[src/rtl/cpu_pkg.sv]
// rtl/cpu_pkg.sv - shared state encoding and rstatus codes for the multdiv sequencer
package cpu_pkg;
    typedef enum logic [1:0] {
        ST_IDLE  = 2'd0,
        ST_ISSUE = 2'd1,
        ST_BUSY  = 2'd2,
        ST_DONE  = 2'd3
    } md_state_t;

    localparam logic [31:0] RSTATUS_MULT = 32'd4;
    localparam logic [31:0] RSTATUS_DIV  = 32'd5;
endpackage

[src/rtl/md_watchdog.sv]
// rtl/md_watchdog.sv - clear/enable cycle counter with terminal-count flag
module md_watchdog #(
    parameter int TIMEOUT_CYCLES = 40,
    parameter int CNT_WIDTH      = 6
) (
    input  logic i_clk,
    input  logic i_rst_n,
    input  logic i_clear,
    input  logic i_enable,
    output logic o_terminal
);
    logic [CNT_WIDTH-1:0] r_count;

    always_ff @(posedge i_clk or negedge i_rst_n) begin
        if (!i_rst_n) begin
            r_count <= '0;
        end else if (i_clear) begin
            r_count <= '0;
        end else if (i_enable) begin
            r_count <= r_count + 1'b1;
        end
    end

    assign o_terminal = (r_count == CNT_WIDTH'(TIMEOUT_CYCLES - 1));
endmodule

[src/rtl/multdiv_sequencer.sv]
// rtl/multdiv_sequencer.sv - issue/complete controller between execute stage and iterative multdiv unit
module multdiv_sequencer
    import cpu_pkg::*;
#(
    parameter int DATA_WIDTH     = 32,
    parameter int TAG_WIDTH      = 5,
    parameter int TIMEOUT_CYCLES = 40,
    parameter int CNT_WIDTH      = 6
) (
    input  logic                  i_clk,
    input  logic                  i_rst_n,
    input  logic                  i_op_valid,
    input  logic                  i_op_is_mult,
    input  logic                  i_op_is_div,
    input  logic [DATA_WIDTH-1:0] i_op_a,
    input  logic [DATA_WIDTH-1:0] i_op_b,
    input  logic [TAG_WIDTH-1:0]  i_op_tag,
    input  logic                  i_flush,
    output logic [DATA_WIDTH-1:0] o_md_a,
    output logic [DATA_WIDTH-1:0] o_md_b,
    output logic                  o_md_ctrl_mult,
    output logic                  o_md_ctrl_div,
    input  logic [DATA_WIDTH-1:0] i_md_result,
    input  logic                  i_md_exception,
    input  logic                  i_md_result_rdy,
    output logic                  o_stall,
    output logic                  o_res_valid,
    output logic [DATA_WIDTH-1:0] o_res_data,
    output logic [TAG_WIDTH-1:0]  o_res_tag,
    output logic                  o_res_exception,
    output logic [31:0]           o_res_status
);
    md_state_t             r_state;
    md_state_t             w_next;
    logic                  r_is_mult;
    logic [TAG_WIDTH-1:0]  r_tag;
    logic [DATA_WIDTH-1:0] r_md_a;
    logic [DATA_WIDTH-1:0] r_md_b;
    logic [DATA_WIDTH-1:0] r_res_data;
    logic [TAG_WIDTH-1:0]  r_res_tag;
    logic                  r_res_exc;
    logic [31:0]           r_res_status;

    logic w_op_req;
    logic w_accept;
    logic w_complete;
    logic w_timeout;
    logic w_stall;
    logic w_ctrl_mult;
    logic w_ctrl_div;
    logic w_wd_terminal;
    logic w_cpl_exc;

    assign w_op_req = i_op_valid & (i_op_is_mult | i_op_is_div);

    md_watchdog #(
        .TIMEOUT_CYCLES(TIMEOUT_CYCLES),
        .CNT_WIDTH     (CNT_WIDTH)
    ) u_watchdog (
        .i_clk     (i_clk),
        .i_rst_n   (i_rst_n),
        .i_clear   (r_state != ST_BUSY),
        .i_enable  (r_state == ST_BUSY),
        .o_terminal(w_wd_terminal)
    );

    always_ff @(posedge i_clk or negedge i_rst_n) begin
        if (!i_rst_n) begin
            r_state <= ST_IDLE;
        end else begin
            r_state <= w_next;
        end
    end

    // Flush beats a same-cycle rdy; the restarted unit makes any later stale rdy harmless.
    always_comb begin
        w_next      = r_state;
        w_stall     = 1'b0;
        w_ctrl_mult = 1'b0;
        w_ctrl_div  = 1'b0;
        w_accept    = 1'b0;
        w_complete  = 1'b0;
        w_timeout   = 1'b0;
        case (r_state)
            ST_IDLE: begin
                w_stall = w_op_req & ~i_flush;
                if (w_stall) begin
                    w_accept = 1'b1;
                    w_next   = ST_ISSUE;
                end
            end
            ST_ISSUE: begin
                w_ctrl_mult = r_is_mult;
                w_ctrl_div  = ~r_is_mult;
                w_stall     = ~i_flush;
                w_next      = i_flush ? ST_IDLE : ST_BUSY;
            end
            ST_BUSY: begin
                w_stall = ~i_flush;
                if (i_flush) begin
                    w_next = ST_IDLE;
                end else if (i_md_result_rdy) begin
                    w_complete = 1'b1;
                    w_next     = ST_DONE;
                end else if (w_wd_terminal) begin
                    w_complete = 1'b1;
                    w_timeout  = 1'b1;
                    w_next     = ST_DONE;
                end
            end
            ST_DONE: begin
                w_next = ST_IDLE;
            end
            default: begin
                w_next = ST_IDLE;
            end
        endcase
    end

    assign w_cpl_exc = w_timeout | i_md_exception;

    always_ff @(posedge i_clk or negedge i_rst_n) begin
        if (!i_rst_n) begin
            r_is_mult    <= 1'b0;
            r_tag        <= '0;
            r_md_a       <= '0;
            r_md_b       <= '0;
            r_res_data   <= '0;
            r_res_tag    <= '0;
            r_res_exc    <= 1'b0;
            r_res_status <= '0;
        end else begin
            if (w_accept) begin
                r_is_mult <= i_op_is_mult;
                r_tag     <= i_op_tag;
                r_md_a    <= i_op_a;
                r_md_b    <= i_op_b;
            end
            if (w_complete) begin
                r_res_tag    <= r_tag;
                r_res_exc    <= w_cpl_exc;
                r_res_data   <= w_cpl_exc ? '0 : i_md_result;
                r_res_status <= w_cpl_exc ? (r_is_mult ? RSTATUS_MULT : RSTATUS_DIV) : 32'd0;
            end
        end
    end

    assign o_md_a          = r_md_a;
    assign o_md_b          = r_md_b;
    assign o_md_ctrl_mult  = w_ctrl_mult;
    assign o_md_ctrl_div   = w_ctrl_div;
    assign o_stall         = w_stall;
    assign o_res_valid     = (r_state == ST_DONE);
    assign o_res_data      = r_res_data;
    assign o_res_tag       = r_res_tag;
    assign o_res_exception = r_res_exc;
    assign o_res_status    = r_res_status;
endmodule

[config.mk]
export PLATFORM = sky130hd
export DESIGN_NAME = multdiv_sequencer
export DESIGN_NICKNAME = d
export VERILOG_FILES = /design/src/rtl/cpu_pkg.sv /design/src/rtl/md_watchdog.sv /design/src/rtl/multdiv_sequencer.sv
export SDC_FILE = /design/constraint.sdc
export NUM_CORES = 1
export LEC_CHECK = 0
export CORE_MARGIN = 2
export CORE_UTILIZATION = 43
export CTS_CLUSTER_DIAMETER = 100
export DETAILED_ROUTE_END_ITERATION = 16
export HOLD_SLACK_MARGIN = 0.1
export PLACE_DENSITY = 0.86
export SETUP_SLACK_MARGIN = 0.05
export SYNTH_ARGS = -nofsm -noshare
export SYNTH_HDL_FRONTEND = slang
export SYNTH_SLANG_ARGS = --single-unit
[constraint.sdc]
create_clock -name i_clk -period 3 [get_ports i_clk]
set_input_delay 0.45 -clock i_clk [delete_from_list [all_inputs] [get_ports i_clk]]
set_output_delay 0.45 -clock i_clk [all_outputs]
set_load 0.005 [all_outputs]
==> impl_metrics.env, run 1 <==
export IMPL_syn_avg_cell_area_um2=14.9
export IMPL_place_area_um2=6920
export IMPL_drtIter0Drc=127
export IMPL_cts_buffer_depth=2
export IMPL_synth_top_area_cell="dfrtp_1"
export IMPL_cts_setup_buffers=0
export IMPL_grt_overflow=0
export IMPL_grt_pass1_vias=3549
export IMPL_netlist_area_leader_share=0.611
export IMPL_hold_violations=0
export IMPL_clk_insertion_delay_late_ns=0.50
export IMPL_fin_setup_tns_ns=0
export IMPL_globalplace_congestion=0.720
export IMPL_firstDrtPassIters=4
export IMPL_syn_area_um2=4790
export IMPL_critPathLaunchType="flop"
export IMPL_antenna_left=0
export IMPL_antenna_found_initial=0
export IMPL_syn_instance_count=321
export IMPL_yosys_warnings=0
export IMPL_rsz0062_at_grt="no"
export IMPL_yosys_cell_types_count=31
export IMPL_gr_usage_all_layers=0.196
export IMPL_grt_pass1_wl_mm=17.9
export IMPL_num_antenna_cells=0
export IMPL_worstMarginPinSlew_ns=0.744
export IMPL_hpwlAfterDp_mm=8.22
export IMPL_numCtsBuffers=17
export IMPL_final_nets=659
export IMPL_worstPathRequired_ns=2.55
export IMPL_wl_mm=11.4
export IMPL_crit_type="flop to output port"
export IMPL_cts_clk_slew_worst_paths_ns=0.06
export IMPL_setup_slack_ns=0.456
export IMPL_synth_most_common_cell="dfrtp_1"
export IMPL_path_max_fanout=4
export IMPL_end_kind="output port"
export IMPL_leakagePower_nw=3.32
export IMPL_setup_viol=0
export IMPL_period_needed_ns=2.54
export IMPL_cts_sinks=117
export IMPL_drcViolationCount=0
export IMPL_dieArea_um2=12000
export IMPL_final_max_slew_violation_count=0
export IMPL_utilization=0.693
export IMPL_tritoncts="done"
export IMPL_cts_root_buf="clkbuf_8"
export IMPL_min_path_type="flop to flop"
export IMPL_grt_max_degree=71
export IMPL_dpl_worst_slack_ns=0.694
export IMPL_via_per_inst=4.85
export IMPL_drv_cap=0
export IMPL_yosys_top_cells_count="dfrtp_1 (117), mux2_1 (69), buf_4 (38)"
export IMPL_synthArstFlopShare=1.00
export IMPL_max_slew_margin=0.503
export IMPL_syn_to_final_growth_pct=56.6
export IMPL_drive_above_1_share=0.0754
export IMPL_core_um2=10800
export IMPL_ctsResizeCount=0
export IMPL_ir_drop_mv=0.539
export IMPL_final_cell_area_um2=7510
export IMPL_yosys_top_cells_area="dfrtp_1 (61%), mux2_1 (16%), buf_4 (6.0%), a22o_1 (5.8%), ha_1 (1.6%)"
export IMPL_fp_dieH_um=110
export IMPL_dr_total_vias=3381
export IMPL_fin_crit_sh=0.848
export IMPL_crit_arrival_ns=2.09
export IMPL_ys_seq_elements=117
export IMPL_ys_flop_type="dfrtp_1"
export IMPL_hold_buffers=1
export IMPL_h_tree_depth=4
export IMPL_status="completed"
export IMPL_rows=38
export IMPL_finalPower_mw=6.90
export IMPL_fmax_mhz=393
export IMPL_fin_worst_skew_ns=0.0102
export IMPL_dieWidth_um=110
export IMPL_ys_seq_area_frac=0.611
export IMPL_pwr_density_cell_nw_per_um2=919
export IMPL_synth_edf_count=0
export IMPL_post_drt_wl_per_cell_um=16.3
export IMPL_port_buffers=216
export IMPL_ioPinCount=247
export IMPL_initial_core_util=0.442
-- where the power goes --
group | leakage [nW] | switching [mW] | total, mW | internal, mW
Clock | 0.272 | 0.665 | 1.95 | 1.28
Combinational | 1.59 | 0.716 | 2.34 | 1.62
Sequential | 1.46 | 0.378 | 2.62 | 2.24
-- critical path: stages, from the launching register on --
cell and delay (ns):
dfrtp_1 0.42, inv_1 0.12, ha_1 0.23, o2111ai_4 0.16
a21oi_1 0.15, clkdlybuf4s50_1 0.51
-- final cells by class --
cell class / instances / area [um^2]
Clock buffer: 23 / 447
Clock inverter: 9 / 128
Fill cell: 790 / 3330
Inverter: 4 / 15.0
Multi-Input combinational cell: 185 / 1610
Sequential cell: 117 / 2930
Tap cell: 140 / 175
Timing Repair Buffer: 219 / 2210
-- kinds of logic after synthesis --
family	Yosys count	share of synthesized area
flip-flops	117	0.611
multiplexers	77	0.180
buffers and inverters	48	0.0767
AO/OA/AOI/OAI	41	0.0760
AND/OR/NAND/NOR	27	0.0324
adder cells (fa/ha/maj)	6	0.0157
XOR/XNOR	4	0.00731
other	1	0.000782
-- layout by cell type (no fill, tap or decap), types with 5 or more instances in the layout --
master	count
a22o_1	32
clkdlybuf4s50_1	215
ha_1	6
conb_1	30
mux2_2	6
mux2_1	69
nor2_1	7
dfrtp_1	117
clkbuf_16	16
clkbuf_1	5
and2_1	5
-- sequential cells by signal, summed over array words and instances, names as in the netlist --
register,count
o_md_a,32
o_md_b,32
o_res_data,32
o_res_status,2
o_res_tag,5
r_is_mult,1
r_state,2
r_tag,5
u_watchdog.r_count,6
-- per-layer routing --
layer / GRT usage / part of all wire
met4: 0.0886 / 0.017
met2: 0.331 / 0.52
met3: 0.0753 / 0.10
met1: 0.220 / 0.36
met5: 0 / 0
-- final timing paths --
path	start	end	slack, ns	cells past startpoint
max	r_state[0]	o_stall	0.46	5
min	u_watchdog.r_count[0]	u_watchdog.r_count[0]	0.46	1
max reg2reg	r_state[0]	o_res_data[19]	0.91	6
min reg2reg	u_watchdog.r_count[0]	u_watchdog.r_count[0]	0.46	1
max in group asynchronous	i_rst_n	o_res_data[1]	1.65	3
min in group asynchronous	i_rst_n	o_res_data[3]	0.55	2
-- metrics by stage --
stage                     hold WS (ns)  std cells
final                            0.463        697
after global routing             0.502        697
after CTS                        0.463        697
after detailed placement         0.455        664
after global placement           0.449        664
after floorplan                  0.154        350
(Power assumes the default switching activity.)
==> inputs of run 2 (changes only) <==
- CORE_UTILIZATION: 43 -> 40
- PLACE_DENSITY: 0.86 -> 0.81
- clock period: 3 -> 2.4 ns (I/O delays scaled with it)
==> impl_metrics.env, run 2 (synthesis results as in run 1) <==
export IMPL_hpwlAfterDp_mm=8.18
export IMPL_end_kind="output port"
export IMPL_rows=39
export IMPL_syn_to_final_growth_pct=57.3
export IMPL_rrSetupSlack_ns=0.62
export IMPL_crit_arrival_ns=1.75
export IMPL_layout_commonest_cell="clkdlybuf4s50_1"
export IMPL_cts_root_buf="clkbuf_16"
export IMPL_num_antenna_cells=0
export IMPL_fp_dieH_um=113
export IMPL_final_cell_mix="clkdlybuf4s50_1 (214), dfrtp_1 (117), mux2_1 (69), a22o_1 (32), conb_1 (30)"
export IMPL_crit_type="flop to output port"
export IMPL_period_needed_ns=2.11
export IMPL_fin_worst_skew_ns=0.0119
export IMPL_ir_drop_mv=0.604
export IMPL_pwr_density_cell_nw_per_um2=1150
export IMPL_drtIter0Drc=121
export IMPL_final_max_slew_violation_count=0
export IMPL_dpl_worst_slack_ns=0.250
export IMPL_gr_usage_all_layers=0.184
export IMPL_fin_crit_sh=0.879
export IMPL_swShare=0.262
export IMPL_h_tree_depth=4
export IMPL_hold_violations=0
export IMPL_antenna_left=0
export IMPL_tritoncts="done"
export IMPL_via_per_inst=4.78
export IMPL_power_frac_comb=0.342
export IMPL_fmax_mhz=474
export IMPL_clk_insertion_delay_late_ns=0.41
export IMPL_fin_setup_tns_ns=0
export IMPL_drcViolationCount=0
export IMPL_min_path_type="input pin to async pin"
export IMPL_numCtsBuffers=17
export IMPL_worstPathRequired_ns=2.04
export IMPL_startpoint="r_state[0]"
export IMPL_grt_pass1_vias=3635
export IMPL_grt_max_degree=71
export IMPL_grt_pass1_wl_mm=18.4
export IMPL_drv_cap=0
export IMPL_critPathLaunchType="flop"
export IMPL_max_slew_margin=0.665
export IMPL_setup_slack_ns=0.290
export IMPL_rsz0062_at_grt="no"
export IMPL_switchingPower_mw=2.26
export IMPL_port_buffers=216
export IMPL_dieArea_um2=12900
export IMPL_initial_core_util=0.414
export IMPL_antenna_found_initial=0
export IMPL_core_um2=11600
export IMPL_dr_total_vias=3358
export IMPL_path_max_fanout=3
export IMPL_leakagePower_nw=3.33
export IMPL_p_seq_frac=0.375
export IMPL_globalplace_congestion=0.740
export IMPL_cts_sinks=117
export IMPL_dieWidth_um=113
export IMPL_setup_viol=0
export IMPL_r2r_start="u_watchdog.r_count[0]"
export IMPL_ioPinCount=247
export IMPL_reg2reg_depth=4
export IMPL_pwr_share_clk=0.282
export IMPL_final_nets=662
export IMPL_grt_overflow=0
export IMPL_wl_mm=11.3
export IMPL_worstMarginPinSlew_ns=0.503
export IMPL_post_drt_wl_per_cell_um=16.0
export IMPL_p_int_mw=6.39
export IMPL_firstDrtPassIters=4
export IMPL_cts_buffer_depth=2
export IMPL_cts_clk_slew_worst_paths_ns=0.05
export IMPL_finalPower_mw=8.65
export IMPL_status="completed"
export IMPL_rr_endpoint="o_res_tag[0]"
export IMPL_drive_above_1_share=0.0911
==> run 2: cell count changes in the layout (fill, tap and decap cells not counted), sizes merged <==
cell	previous run	this run
buf	3	6
clkinv	3	4
bufinv	3	2
clkdlybuf4s50	215	214
dlygate4sd2	0	1
clkbuf	23	20
clkinvlp	3	5
inv	4	5
==> run 2: worst max path at each step <==
stage | end | depth (start not counted)
finish | o_md_ctrl_div | 4
global route | o_md_ctrl_div | 4
CTS | o_md_ctrl_div | 4
detailed placement | o_stall | 5
global placement | o_stall | 5
floorplan | o_stall | 5
==> run 2: per-layer routing <==
metal | vias up | routed length, um | global-route usage
li1 | 1528 | - | -
met3 | 15 | 1030 | 0.0733
met5 | - | 0 | 0
met4 | 0 | 194 | 0.0772
met2 | 169 | 5580 | 0.303
met1 | 1646 | 4450 | 0.214
==> run 2: stage by stage <==
stage | cell area, um^2 | hold WS (ns) | utilization | std cells
after detailed placement | 6940 | 0.350 | 0.600 | 669
after CTS | 7540 | 0.457 | 0.652 | 703
after global routing | 7540 | 0.490 | 0.652 | 703
after global placement | 6940 | 0.344 | 0.600 | 669
after floorplan | 4900 | 0.0644 | - | 350
final | 7540 | 0.463 | 0.652 | 703
==> run 2: repair_timing <==
item / in CTS / in global routing
setup buffers: 1 / 0
resized for setup: 4 / 0
setup endpoints to repair: 1 / 0
hold endpoints to repair: 33 / 0
hold buffers: 1 / 0
==> run 2: power groups by stage <==
stage,sequential (mW),clock (mW),combinational [mW]
floorplan,3.29,0,0.901
global placement,3.23,0,2.91
detailed placement,3.28,0,2.97
CTS,3.26,2.50,3.01
global route,3.37,2.60,3.18
finish,3.25,2.44,2.96
==> run 2: layout make-up <==
cell class / instances / area [um^2]
fill: 887 / 4030
sequential: 117 / 2930
timing repair buffer: 222 / 2230
multi-input combinational: 185 / 1610
clock buffer: 20 / 447
tap: 143 / 179
clock inverter: 12 / 130
inverter: 4 / 15.0
==> run 2: worst max-delay path, cell delays in order, from the launching register on <==
cell	delay, ns
dfrtp_1	0.40
buf_4	0.16
ha_1	0.21
nor2b_1	0.13
clkdlybuf4s50_1	0.46
